==> src/rtl/wb_mem_port_arbiter.sv <==
// Single data-memory write port shared by buffered WB-stage stores and an external loader.
// WB stores queue in a small FIFO that MEM-stage loads can snoop; the loader is burst-capped.
module wb_mem_port_arbiter #(
    parameter int AW            = 8,
    parameter int DW            = 8,
    parameter int DEPTH         = 4,
    parameter int LDR_MAX_BURST = 8
) (
    input  logic                         clk,
    input  logic                         rst,
    input  logic                         wb_we,
    input  logic [AW-1:0]                wb_addr,
    input  logic [DW-1:0]                wb_data,
    output logic                         pipe_stall,
    input  logic                         ldr_req,
    input  logic [AW-1:0]                ldr_addr,
    input  logic [DW-1:0]                ldr_data,
    output logic                         ldr_gnt,
    input  logic [AW-1:0]                rd_addr,
    output logic                         rd_hit,
    output logic [DW-1:0]                rd_data,
    output logic                         mem_we,
    output logic [AW-1:0]                mem_addr,
    output logic [DW-1:0]                mem_data,
    output logic [$clog2(DEPTH+1)-1:0]   buf_count
);

    localparam int CW = $clog2(DEPTH+1);
    localparam int PW = $clog2(DEPTH);
    localparam int BW = $clog2(LDR_MAX_BURST+1);

    typedef struct packed {
        logic [AW-1:0] addr;
        logic [DW-1:0] data;
    } wr_t;

    typedef enum logic [1:0] {IDLE, LDR, WB} state_t;

    state_t                 state, state_nxt;
    wr_t    [DEPTH-1:0]     fifo;
    logic   [PW-1:0]        head, tail;
    logic   [CW-1:0]        count;
    logic   [BW-1:0]        burst_cnt, burst_nxt;
    logic                   empty, full, wb_idle;
    logic                   gnt_ldr, gnt_wb, bypass, push, pop;

    assign empty   = (count == '0);
    assign full    = (count == CW'(DEPTH));
    assign wb_idle = empty && !wb_we;

    // Grants are masked while reset is asserted so no handshake leaks out.
    always_comb begin
        gnt_ldr   = 1'b0;
        gnt_wb    = 1'b0;
        state_nxt = IDLE;
        burst_nxt = '0;
        if (rst && ldr_req && (burst_cnt < BW'(LDR_MAX_BURST) || wb_idle)) begin
            gnt_ldr   = 1'b1;
            state_nxt = LDR;
            burst_nxt = (burst_cnt == BW'(LDR_MAX_BURST)) ? burst_cnt : burst_cnt + 1'b1;
        end else if (rst && (!empty || wb_we)) begin
            gnt_wb    = 1'b1;
            state_nxt = WB;
        end
    end

    assign bypass     = gnt_wb && empty;
    assign pop        = gnt_wb && !empty;
    assign pipe_stall = full && !gnt_wb;
    assign push       = wb_we && !pipe_stall && !bypass;
    assign ldr_gnt    = gnt_ldr;
    assign buf_count  = count;

    always_ff @(posedge clk or negedge rst) begin
        if (!rst) begin
            state     <= IDLE;
            burst_cnt <= '0;
        end else begin
            state     <= state_nxt;
            burst_cnt <= burst_nxt;
        end
    end

    // The state is the last grant, so it doubles as the registered write enable.
    assign mem_we = (state != IDLE);

    always_ff @(posedge clk or negedge rst) begin
        if (!rst) begin
            mem_addr <= '0;
            mem_data <= '0;
        end else if (gnt_ldr) begin
            mem_addr <= ldr_addr;
            mem_data <= ldr_data;
        end else if (gnt_wb) begin
            mem_addr <= bypass ? wb_addr : fifo[head].addr;
            mem_data <= bypass ? wb_data : fifo[head].data;
        end
    end

    always_ff @(posedge clk or negedge rst) begin
        if (!rst) begin
            head  <= '0;
            tail  <= '0;
            count <= '0;
        end else begin
            if (push) tail <= tail + 1'b1;
            if (pop)  head <= head + 1'b1;
            case ({push, pop})
                2'b10:   count <= count + 1'b1;
                2'b01:   count <= count - 1'b1;
                default: count <= count;
            endcase
        end
    end

    // Storage needs no reset: validity comes from count.
    always_ff @(posedge clk) begin
        if (push) fifo[tail] <= '{addr: wb_addr, data: wb_data};
    end

    // Walk oldest to youngest so the last match (youngest) wins.
    always_comb begin
        logic [PW-1:0] idx;
        rd_hit  = 1'b0;
        rd_data = '0;
        idx     = '0;
        for (int i = 0; i < DEPTH; i++) begin
            idx = head + PW'(i);
            if (CW'(i) < count && fifo[idx].addr == rd_addr) begin
                rd_hit  = 1'b1;
                rd_data = fifo[idx].data;
            end
        end
        if (bypass && wb_addr == rd_addr) begin
            rd_hit  = 1'b1;
            rd_data = wb_data;
        end
    end

endmodule

==> config.mk <==
export PLATFORM = sky130hd
export DESIGN_NAME = wb_mem_port_arbiter
export DESIGN_NICKNAME = d
export VERILOG_FILES = /design/src/rtl/wb_mem_port_arbiter.sv
export SDC_FILE = /design/constraint.sdc
export NUM_CORES = 1
export LEC_CHECK = 0
export ABC_AREA = 1
export CAP_MARGIN = 20
export CORE_MARGIN = 1
export CORE_UTILIZATION = 25
export CTS_CLUSTER_SIZE = 20
export DETAILED_ROUTE_END_ITERATION = 10
export PLACE_DENSITY_LB_ADDON = 0.3
export SETUP_SLACK_MARGIN = 0.1
export SYNTH_ARGS = -nofsm -noshare
export SYNTH_HDL_FRONTEND = slang
export SYNTH_SLANG_ARGS = --single-unit
==> constraint.sdc <==
create_clock -name clk -period 4.1 [get_ports clk]
set_input_delay 0.615 -clock clk [delete_from_list [all_inputs] [get_ports clk]]
set_output_delay 0.615 -clock clk [all_outputs]
set_load 0.02 [all_outputs]
==> run summary, run 1 <==
crit path max fanout - 19
final core utilization - 32.0%
count leader, synth - nand2_1
fin. max-slew vios - 0
Worst EP arrival - 3.19 ns
Final Skew - 0.00868 ns
vias in the first global route - 5201
Post-synth top cells - 282 x nand2_1, 81 x nand3_1, 76 x inv_1
row cnt - 57
unrepaired setup endpoints after global routing - no
Post-CTS Hold Fix Bufs - 0
fin crit period - 3.81 ns
Max Cap Viol - 0
H-tree level count - 3
full die area - 25900 um^2
global route overflow - 0
area leader, netlist - edfxtp_1
capturing element type of the critical path - primary output
detailed placement HPWL - 14100 um
routability cong. - 0.889
Power Dens Cells - 711 nW/um^2
Slowest Stage Delay on Critical Path - 0.55 ns
pin count of the biggest net entering global routing - 42
clock tree buffer depth - 2
via count - 5624
Hold WC Path Type - reg2reg
synth top area cells - edfxtp_1 30%, nand2_1 17%, dfrtp_1 12%
setup TNS - 0 ns
IO Count - 75
clk root buf - clkbuf_16
Hold WS - 0.490 ns
endpoints failing hold - 0
slowest CP cell - clkdlybuf4s50_1
I/O Buffers - 74
GRT Total Usage - 15.0%
# fillers - 2604
worst-path cell chain - inv_4 -> buf_6 -> nand3_1 -> nand2_1 -> xor2_1 -> nand2_2 -> nor2_4 -> nand3_4 -> nand3_1 -> nand3_1 -> nand2_1 -> nand2_1 -> clkdlybuf4s50_1
hold path endpoint - mem_data[3]$_DFFE_PN0P_
number of cells on the worst reg-to-reg path - 16
placed cells - 1204
reg2reg start - buf_count[1]$_DFFE_PN0P_
antenna violations before repair - 0
CP Launch Type - flop
Final Non-Filler Cells - 1229
Design Area, Final - 7860 um^2
area of the core - 24500 um^2
Worst R2R End - buf_count[2]$_DFFE_PN0P_
Vias/cell - 4.58
wire per inst - 15.6 um
Syn Area/Cell - 7.72 um^2
final WL - 19200 um
period utilisation layout - 92.9%
worst hold stages - 2
Worst IR Drop VDD - 0.308 mV
first-pass GRT wire length - 29700 um
Starting Density - 25.7%
Worst Path Required - 3.48 ns
drt drc - 0
CTS Buf Count - 9
worst reg2reg setup slack - 1.24 ns
First-pass DRT Iterations - 5
leakage power - 3.46 nW
post-synth cell types - 40
Post-DP Area - 7400 um^2
fmax - 0.262 GHz
violation count after the first detailed-route iteration - 304
part of the Yosys area used for sequential elements - 42.0%
die height - 161 um
Die Width - 161 um
synth warn - 0
Worst-path clk slew - 0.07 ns
Worst slew margin - 64.9%
WS Path Type - reg2out
# setup viols final - 0
status - finished, final reports clean
Worst Tran Pin Value - 0.526 ns
antenna viol nets, final - 0
Total Nets Final - 955
Syn Nets - 872
antenna cells - 0
Async SR Flop Fraction - 31.2%
share of the synthesized area in the top cell type - 30.5%
most common flop cell mapped by yosys - edfxtp_1
clock latency on the worst-skew pair - 0.36 ns
min-delay src - mem_data[3]$_DFFE_PN0P_
Post-synth EDFFs - 64
Layout area overhead - 24.6%
clock sink count - 93
Synth Cell Area - 6310 um^2
#FFs+latches synth - 93
Gate Count Post-Synth - 817
TritonCTS clock tree - built
share of cells above drive strength 1 - 10.2%
==> worst max-delay path: cells and delay by family (launching register included) <==
family	cells	cell delay (ns)
DFF	1	0.48
buffers and inverters	3	0.95
and+or+nand+nor	9	1.09
xor gates and xnor gates	1	0.28
==> layout make-up <==
type / instances / area, um^2 / share of cell area, %
timing repair buffer: 108 / 1050 / 13.3
inverter: 82 / 313 / 3.98
clock buffer: 9 / 225 / 2.87
tap: 324 / 405 / 5.16
clock inverter: 7 / 81.3 / 1.04
sequential: 93 / 2650 / 33.8
multi-input combinational: 606 / 3130 / 39.9
==> repair_timing <==
item | in CTS | in global routing
gates resized for setup | 3 | 16
cloned | 0 | 2
setup endpoints to repair | 8 | 9
setup buffers | 0 | 7
pin swaps | 1 | 4
==> through the flow <==
step	worst slack [ns]	power (W)
floorplan	1.24	0.00367
global placement	0.336	0.00454
detailed placement	0.336	0.00456
CTS	0.113	0.00548
global route	0.0840	0.00604
finish	0.290	0.00558
==> kinds of logic after synthesis <==
logic type	count (synthesis)	synth area share, %
simple gates	437	30.9
buf+inv	119	8.81
compound gates	116	10.0
flops	93	42.0
xor+xnor	24	3.45
mux	17	2.70
fa+ha+maj	11	2.18
==> routing by layer <==
| layer | vias up | GRT usage, % | part of all wire (%) |
|---|---|---|---|
| li1 | 2862 | - | - |
| met5 | - | 0 | 0 |
| met1 | 2587 | 22.0 | 50 |
| met2 | 155 | 22.1 | 43 |
| met3 | 20 | 2.79 | 5.2 |
| met4 | 0 | 4.76 | 1.6 |
==> registers in the layout, indices dropped and copies added (netlist names) <==
register / cells
buf_count: 3
burst_cnt: 4
fifo: 64
head: 2
mem_addr: 8
mem_data: 8
state: 2
tail: 2
==> cells in the final DEF (no fill, tap or decap), drive strengths merged <==
master,n
ha,11
a211oi,3
nand2,290
nand4,14
edfxtp,64
nor3b,1
clkinvlp,2
nand3,85
or3,1
clkbuf,10
or2,4
clkdlybuf4s50,73
nor3,5
a21oi,18
o2111ai,4
dfrtp,29
buf,33
clkinv,1
dlymetal6s2s,1
xor2,17
inv,85
o211ai,8
mux2i,17
bufinv,1
xnor2,7
o21ai,83
nor2,38
==> how the worst max path moves through the flow <==
| stage | startpoint | endpoint |
|---|---|---|
| 2_1_floorplan | buf_count[0]$_DFFE_PN0P_ | rd_data[6] |
| 3_3_place_gp | rd_addr[6] | rd_data[6] |
| 6_report | head[1]$_DFFE_PN0P_ | rd_data[7] |
| 4_1_cts | head[1]$_DFFE_PN0P_ | rd_data[7] |
| 3_5_place_dp | rd_addr[7] | rd_data[7] |
| 5_1_grt | buf_count[1]$_DFFE_PN0P_ | rd_data[7] |
==> report_power, final <==
part | internal [W] | switching [W]
registers | 0.00127 | 0.000168
logic | 0.00114 | 0.00212
clock network | 0.000483 | 0.000407
total | 0.00289 | 0.00269
No activity file was read; power rests on OpenSTA's default activity.
==> run 2, diff against run 1 <==
CORE_ASPECT_RATIO = 1.2   (was default)
CORE_MARGIN = 4   (was 1)
SETUP_SLACK_MARGIN = 0.2   (was 0.1)
==> run 2 against run 1 <==
Net effect:
- sequential power barely moved
- combinational power about the same
- global-route usage shrank 0.62 points
- register-to-register slack lost 0.13 ns
- hold slack got worse by 0.42 ns
- core utilization shrank 0.32 points
- cell area fell by 0.13%
- setup slack improved by 0.17 ns
- total power decreased by 1.0%
- clock skew is 0.00090 ns higher
- largest power group unchanged
- flip-flop and latch count did not move
- via count barely moved
==> run summary, run 2 (synthesis results as in run 1) <==
CP Launch Point - buf_count[1]$_DFFE_PN0P_
Worst IR Drop VDD - 0.353 mV (+15%)
CP Launch Type - flop
Worst slew margin - 57.2% (-7.7 points)
number of cells on the worst reg-to-reg path - 13 (-3)
Max Cap Viol - 0 (unchanged)
Worst Tran Pin Value - 0.635 ns (+0.109 ns)
Top Registers - fifo: 64 flops, mem_addr: 8 flops, mem_data: 8 flops
capturing element type of the critical path - primary output
fin crit period - 3.64 ns (-0.167 ns)
max reg flops - 64 (unchanged)
endpoints failing hold - 0 (unchanged)
pin count of the biggest net entering global routing - 50 (+19%)
via count - 5628 (+0.071%)
detailed placement HPWL - 14900 um (+5.7%)
status - finished, final reports clean
Design Area, Final - 7850 um^2 (-0.13%)
leakage power - 3.59 nW (+3.6%)
I/O Buffers - 74 (unchanged)
violation count after the first detailed-route iteration - 373 (+23%)
drt drc - 0 (unchanged)
Worst Path Required - 3.48 ns (about the same)
IO Count - 75 (unchanged)
crit path max fanout - 17 (-2)
Most flops, register - fifo
final WL - 20200 um (+5.2%)
Starting Density - 25.5% (-0.23 points)
# setup viols final - 0 (unchanged)
share of cells above drive strength 1 - 9.63% (-0.53 points)
TritonCTS clock tree - built
row cnt - 63 (+11%)
Final Skew - 0.00958 ns (+0.000904 ns)
WS Path Type - reg2out
Worst R2R End - fifo[59]$_DFFE_PP_
leading cell type in the layout, fill and taps excluded - nand2_1
worst reg2reg setup slack - 1.11 ns (-0.13 ns)
vias in the first global route - 5711 (+9.8%)
setup TNS - 0 ns (unchanged)
fmax - 0.275 GHz (+4.6%)
antenna violations before repair - 0 (unchanged)
unrepaired setup endpoints after global routing - no
period utilisation layout - 88.8% (-4.1 points)
Total Nets Final - 953 (-0.21%)
Power Dens Cells - 704 nW/um^2 (-0.92%)
global route overflow - 0 (unchanged)
first-pass GRT wire length - 31300 um (+5.4%)
clock sink count - 93 (unchanged)
routability cong. - 0.890 (about the same)
Die Width - 153 um (-4.9%)
Vias/cell - 4.58 (+0.15%)
CTS Buf Count - 9 (unchanged)
Layout area overhead - 24.4%
fin. max-slew vios - 0 (unchanged)
Worst-path clk slew - 0.07 ns (about the same)
antenna viol nets, final - 0 (unchanged)
Hold WC Path Type - in2async
die height - 182 um (+13%)
wire per inst - 16.4 um (+5.2%)
full die area - 27800 um^2 (+7.6%)
Hold WS - 0.0676 ns (-0.423 ns)
clock latency on the worst-skew pair - 0.35 ns (about the same)
area of the core - 24800 um^2 (+0.89%)
reg2reg start - buf_count[1]$_DFFE_PN0P_
clock tree buffer depth - 2 (unchanged)
# fillers - 2679 (+2.9%)
First-pass DRT Iterations - 5 (unchanged)
antenna cells - 0 (unchanged)
Worst EP arrival - 3.03 ns (-0.16 ns)
most frequent cells in the layout - 282 x nand2_1, 81 x nand3_1, 76 x inv_1
Post-CTS Hold Fix Bufs - 0 (unchanged)
H-tree level count - 3 (unchanged)
clk root buf - clkbuf_16
GRT Total Usage - 14.4% (-0.62 points)
Post-DP Area - 7390 um^2 (-0.15%)
==> run 2: layer usage <==
layer | wire length [um] | global-route usage (%) | vias up
met5 | 0 | 0 | -
met4 | 470 | 5.53 | 0
met3 | 518 | 1.38 | 28
met2 | 10100 | 25.8 | 124
met1 | 9060 | 17.9 | 2625
li1 | - | - | 2851
==> run 2: layout make-up <==
cell class	instances	area, um^2	share of cell area, %
Clock buffer	11	243	3.09
Clock inverter	5	33.8	0.431
Inverter	82	313	3.99
Multi-Input combinational cell	605	3130	39.9
Sequential cell	93	2650	33.8
Tap cell	325	407	5.18
Timing Repair Buffer	107	1070	13.6
==> run 2: how the worst max path moves through the flow <==
stage | to | cells past startpoint | slack, ns
final | rd_hit | 15 | 0.46
after global placement | rd_data[7] | 10 | 0.27
after detailed placement | rd_data[7] | 10 | 0.28
after CTS | rd_data[5] | 17 | 0.22
after floorplan | rd_data[6] | 15 | 1.24
after global routing | rd_hit | 15 | 0.22
==> run 2: stage by stage <==
step	utilization, %	std cells	setup WS, ns	total power (W)
final	31.7	1228	0.457	0.00552
after detailed placement	29.9	1204	0.284	0.00456
after CTS	31.2	1222	0.223	0.00544
after global placement	29.9	1204	0.271	0.00456
after floorplan	-	817	1.24	0.00367
after global routing	31.7	1228	0.215	0.00599
==> run 2: where the power goes <==
part	internal [W]	switching (W)	total [W]
clock network	0.000429	0.000372	0.000801
logic	0.00118	0.00210	0.00327
registers	0.00127	0.000179	0.00145
==> run 2: critical path: stages, from the launching register on <==
cell and delay, ns:
dfrtp_1 0.44, inv_1 0.11, ha_1 0.21, inv_1 0.10, nor2_4 0.07, nand2_1 0.10, nand2_1 0.07, nand2_2 0.07
nand2_2 0.08, inv_2 0.12, nand2_4 0.12, nor3_2 0.21, buf_6 0.21, nor2_1 0.06, nand4_1 0.08, clkdlybuf4s50_1 0.61
==> run 2: repair_timing <==
| item | CTS | global route |
|---|---|---|
| pin swaps | 2 | 2 |
| gates cloned | 0 | 1 |
| endpoints found under the setup margin | 8 | 9 |
| resized for setup | 6 | 18 |
| setup buffers | 2 | 5 |
| endpoints found under the hold margin | 0 | 0 |
==> run 3, diff against run 2 <==
CAP_MARGIN = default   (was 20)
SETUP_SLACK_MARGIN = 0.3   (was 0.2)
==> run 3 against run 2 <==
Net effect:
- core utilization is the same
- sequential power about the same
- first-iteration DRC count grew 2.1%
- clock skew rose by 0.0013 ns
- hold slack about the same
- via count is essentially flat
==> run summary, run 3 (synthesis results as in run 1) <==
status - finished, final reports clean
clock tree buffer depth - 2 (unchanged)
unrepaired setup endpoints after global routing - no
Total Nets Final - 951 (-0.21%)
antenna cells - 0 (unchanged)
Worst Tran Pin Value - 0.630 ns (-0.00491 ns)
Slowest Stage Delay on Critical Path - 0.54 ns (-0.07 ns)
Starting Density - 25.5% (unchanged)
Worst-path clk slew - 0.07 ns (about the same)
full die area - 27800 um^2 (unchanged)
final WL - 20300 um (+0.55%)
setup TNS - 0 ns (unchanged)
max reg flops - 64 (unchanged)
Post-DP Area - 7390 um^2 (unchanged)
clock sink count - 93 (unchanged)
Max Cap Viol - 0 (unchanged)
die height - 182 um (unchanged)
endpoints failing hold - 0 (unchanged)
antenna viol nets, final - 0 (unchanged)
setup ws final - 0.710 ns (+0.253 ns)
drt drc - 0 (unchanged)
IO Count - 75 (unchanged)
Post-CTS Hold Fix Bufs - 0 (unchanged)
Worst IR Drop VDD - 0.337 mV (-4.5%)
H-tree level count - 3 (unchanged)
First-pass DRT Iterations - 4 (-1)
wire per inst - 16.6 um (+0.71%)
final core utilization - 31.7% (unchanged)
GRT Total Usage - 14.4% (+0.015 points)
most frequent cells in the layout - 282 x nand2_1, 81 x nand3_1, 76 x inv_1
via count - 5630 (+0.036%)
Hold WC Path Type - in2async
clk root buf - clkbuf_16
fin. max-slew vios - 0 (unchanged)
row cnt - 63 (unchanged)
vias in the first global route - 5718 (+0.12%)
Power Dens Cells - 704 nW/um^2 (about the same)
WS Path Type - reg2out
crit path max fanout - 49 (+32)
violation count after the first detailed-route iteration - 381 (+2.1%)
CP Buf/Inv Count - 3 (-2)
Vias/cell - 4.59 (+0.20%)
clock latency on the worst-skew pair - 0.35 ns (about the same)
period utilisation layout - 82.7% (-6.2 points)
Layout area overhead - 24.4% (unchanged)
# setup viols final - 0 (unchanged)
worst-path cell chain - buf_12 -> buf_6 -> o21ai_0 -> o21ai_0 -> nand3_1 -> nand2_1 -> nand3_1 -> nand3_1 -> nand2_1 -> nand2_1 -> dlymetal6s2s_1
Worst EP arrival - 2.77 ns (-0.26 ns)
detailed placement HPWL - 14900 um (unchanged)
worst reg2reg setup slack - 1.11 ns (about the same)
CTS Buf Count - 9 (unchanged)
CP Launch Type - flop
Final Skew - 0.0109 ns (+0.00128 ns)
Top Registers - fifo: 64 flops, mem_addr: 8 flops, mem_data: 8 flops
slowest CP cell - o21ai_0
Design Area, Final - 7850 um^2 (unchanged)
fmax - 0.295 GHz (+7.5%)
share of cells above drive strength 1 - 9.43% (-0.20 points)
fin crit period - 3.39 ns (-0.253 ns)
first-pass GRT wire length - 31400 um (+0.15%)
TritonCTS clock tree - built
Place WS - 0.284 ns (unchanged)
Die Width - 153 um (unchanged)
Worst slew margin - 57.5% (+0.33 points)
pin count of the biggest net entering global routing - 50 (unchanged)
routability cong. - 0.890 (unchanged)
capturing element type of the critical path - primary output
antenna violations before repair - 0 (unchanged)
leakage power - 3.60 nW (+0.30%)
Worst Path Required - 3.48 ns (about the same)
global route overflow - 0 (unchanged)
area of the core - 24800 um^2 (unchanged)
Top Family by Delay on Critical Path - buffers and inverters
Most flops, register - fifo
leading cell type in the layout, fill and taps excluded - nand2_1
I/O Buffers - 74 (unchanged)
power after layout - 0.00552 W (about the same)
-- run 3: cell types whose count changed in the layout (fill, tap and decap cells not counted) --
cell / previous run / this run
clkdlybuf4s50_1: 65 / 64
buf_12: 3 / 4
dlymetal6s2s_1: 8 / 9
buf_4: 26 / 23
-- run 3: final cells by class --
type | count | area [um^2]
fill | 2673 | 16900
clock buffer | 11 | 243
timing repair buffer | 105 | 1070
clock inverter | 5 | 33.8
inverter | 82 | 313
multi-input combinational | 605 | 3130
sequential | 93 | 2650
tap | 325 | 407
-- run 3: per-layer routing --
layer	up-vias	track usage [%]	routed length [um]
met3	32	1.38	585
li1	2853	-	-
met1	2610	18.0	9060
met4	0	5.53	490
met5	-	0	0
met2	135	25.8	10200
-- run 3: power by group --
group          switching (W)  internal [W]
Combinational        0.00210       0.00117
Sequential          0.000181       0.00127
Clock               0.000370      0.000429
-- run 3: path summary, 6_finish.rpt --
| path | from | to | depth (start not counted) |
|---|---|---|---|
| setup / recovery | head[0]$_DFFE_PN0P_ | rd_data[7] | 11 |
| hold / removal | rst | mem_data[2]$_DFFE_PN0P_ | 1 |
| setup reg to reg | buf_count[1]$_DFFE_PN0P_ | fifo[59]$_DFFE_PP_ | 13 |
| hold reg to reg | mem_addr[4]$_DFFE_PN0P_ | mem_addr[4]$_DFFE_PN0P_ | 2 |
| max in group asynchronous | rst | buf_count[0]$_DFFE_PN0P_ | 2 |
| min in group clk | mem_addr[4]$_DFFE_PN0P_ | mem_addr[4]$_DFFE_PN0P_ | 2 |
-- run 3: worst register-to-register path, cell delays in order (launching register included) --
cell and delay, ns:
dfrtp_1 0.44, inv_1 0.13, ha_1 0.18, inv_1 0.07, nor2_4 0.19, nand2_1 0.10, nand2_1 0.09, nand2_2 0.06
nand2_2 0.09, inv_2 0.08, nand2_4 0.15, nand3_1 0.30, nor2_1 0.43, buf_4 0.35
-- run 3: through the flow --
stage | hold WS (ns) | std cells
2_1_floorplan | 0.319 | 817
3_3_place_gp | 0.445 | 1204
3_5_place_dp | 0.445 | 1204
4_1_cts | 0.0692 | 1223
5_1_grt | 0.0709 | 1226
6_report | 0.0673 | 1226
-- run 3: what timing repair did --
item	in CTS	in global routing
buffers inserted	3	2
setup endpoints to repair	9	9
pin swaps	3	1
resized for setup	8	16
cloned	0	1
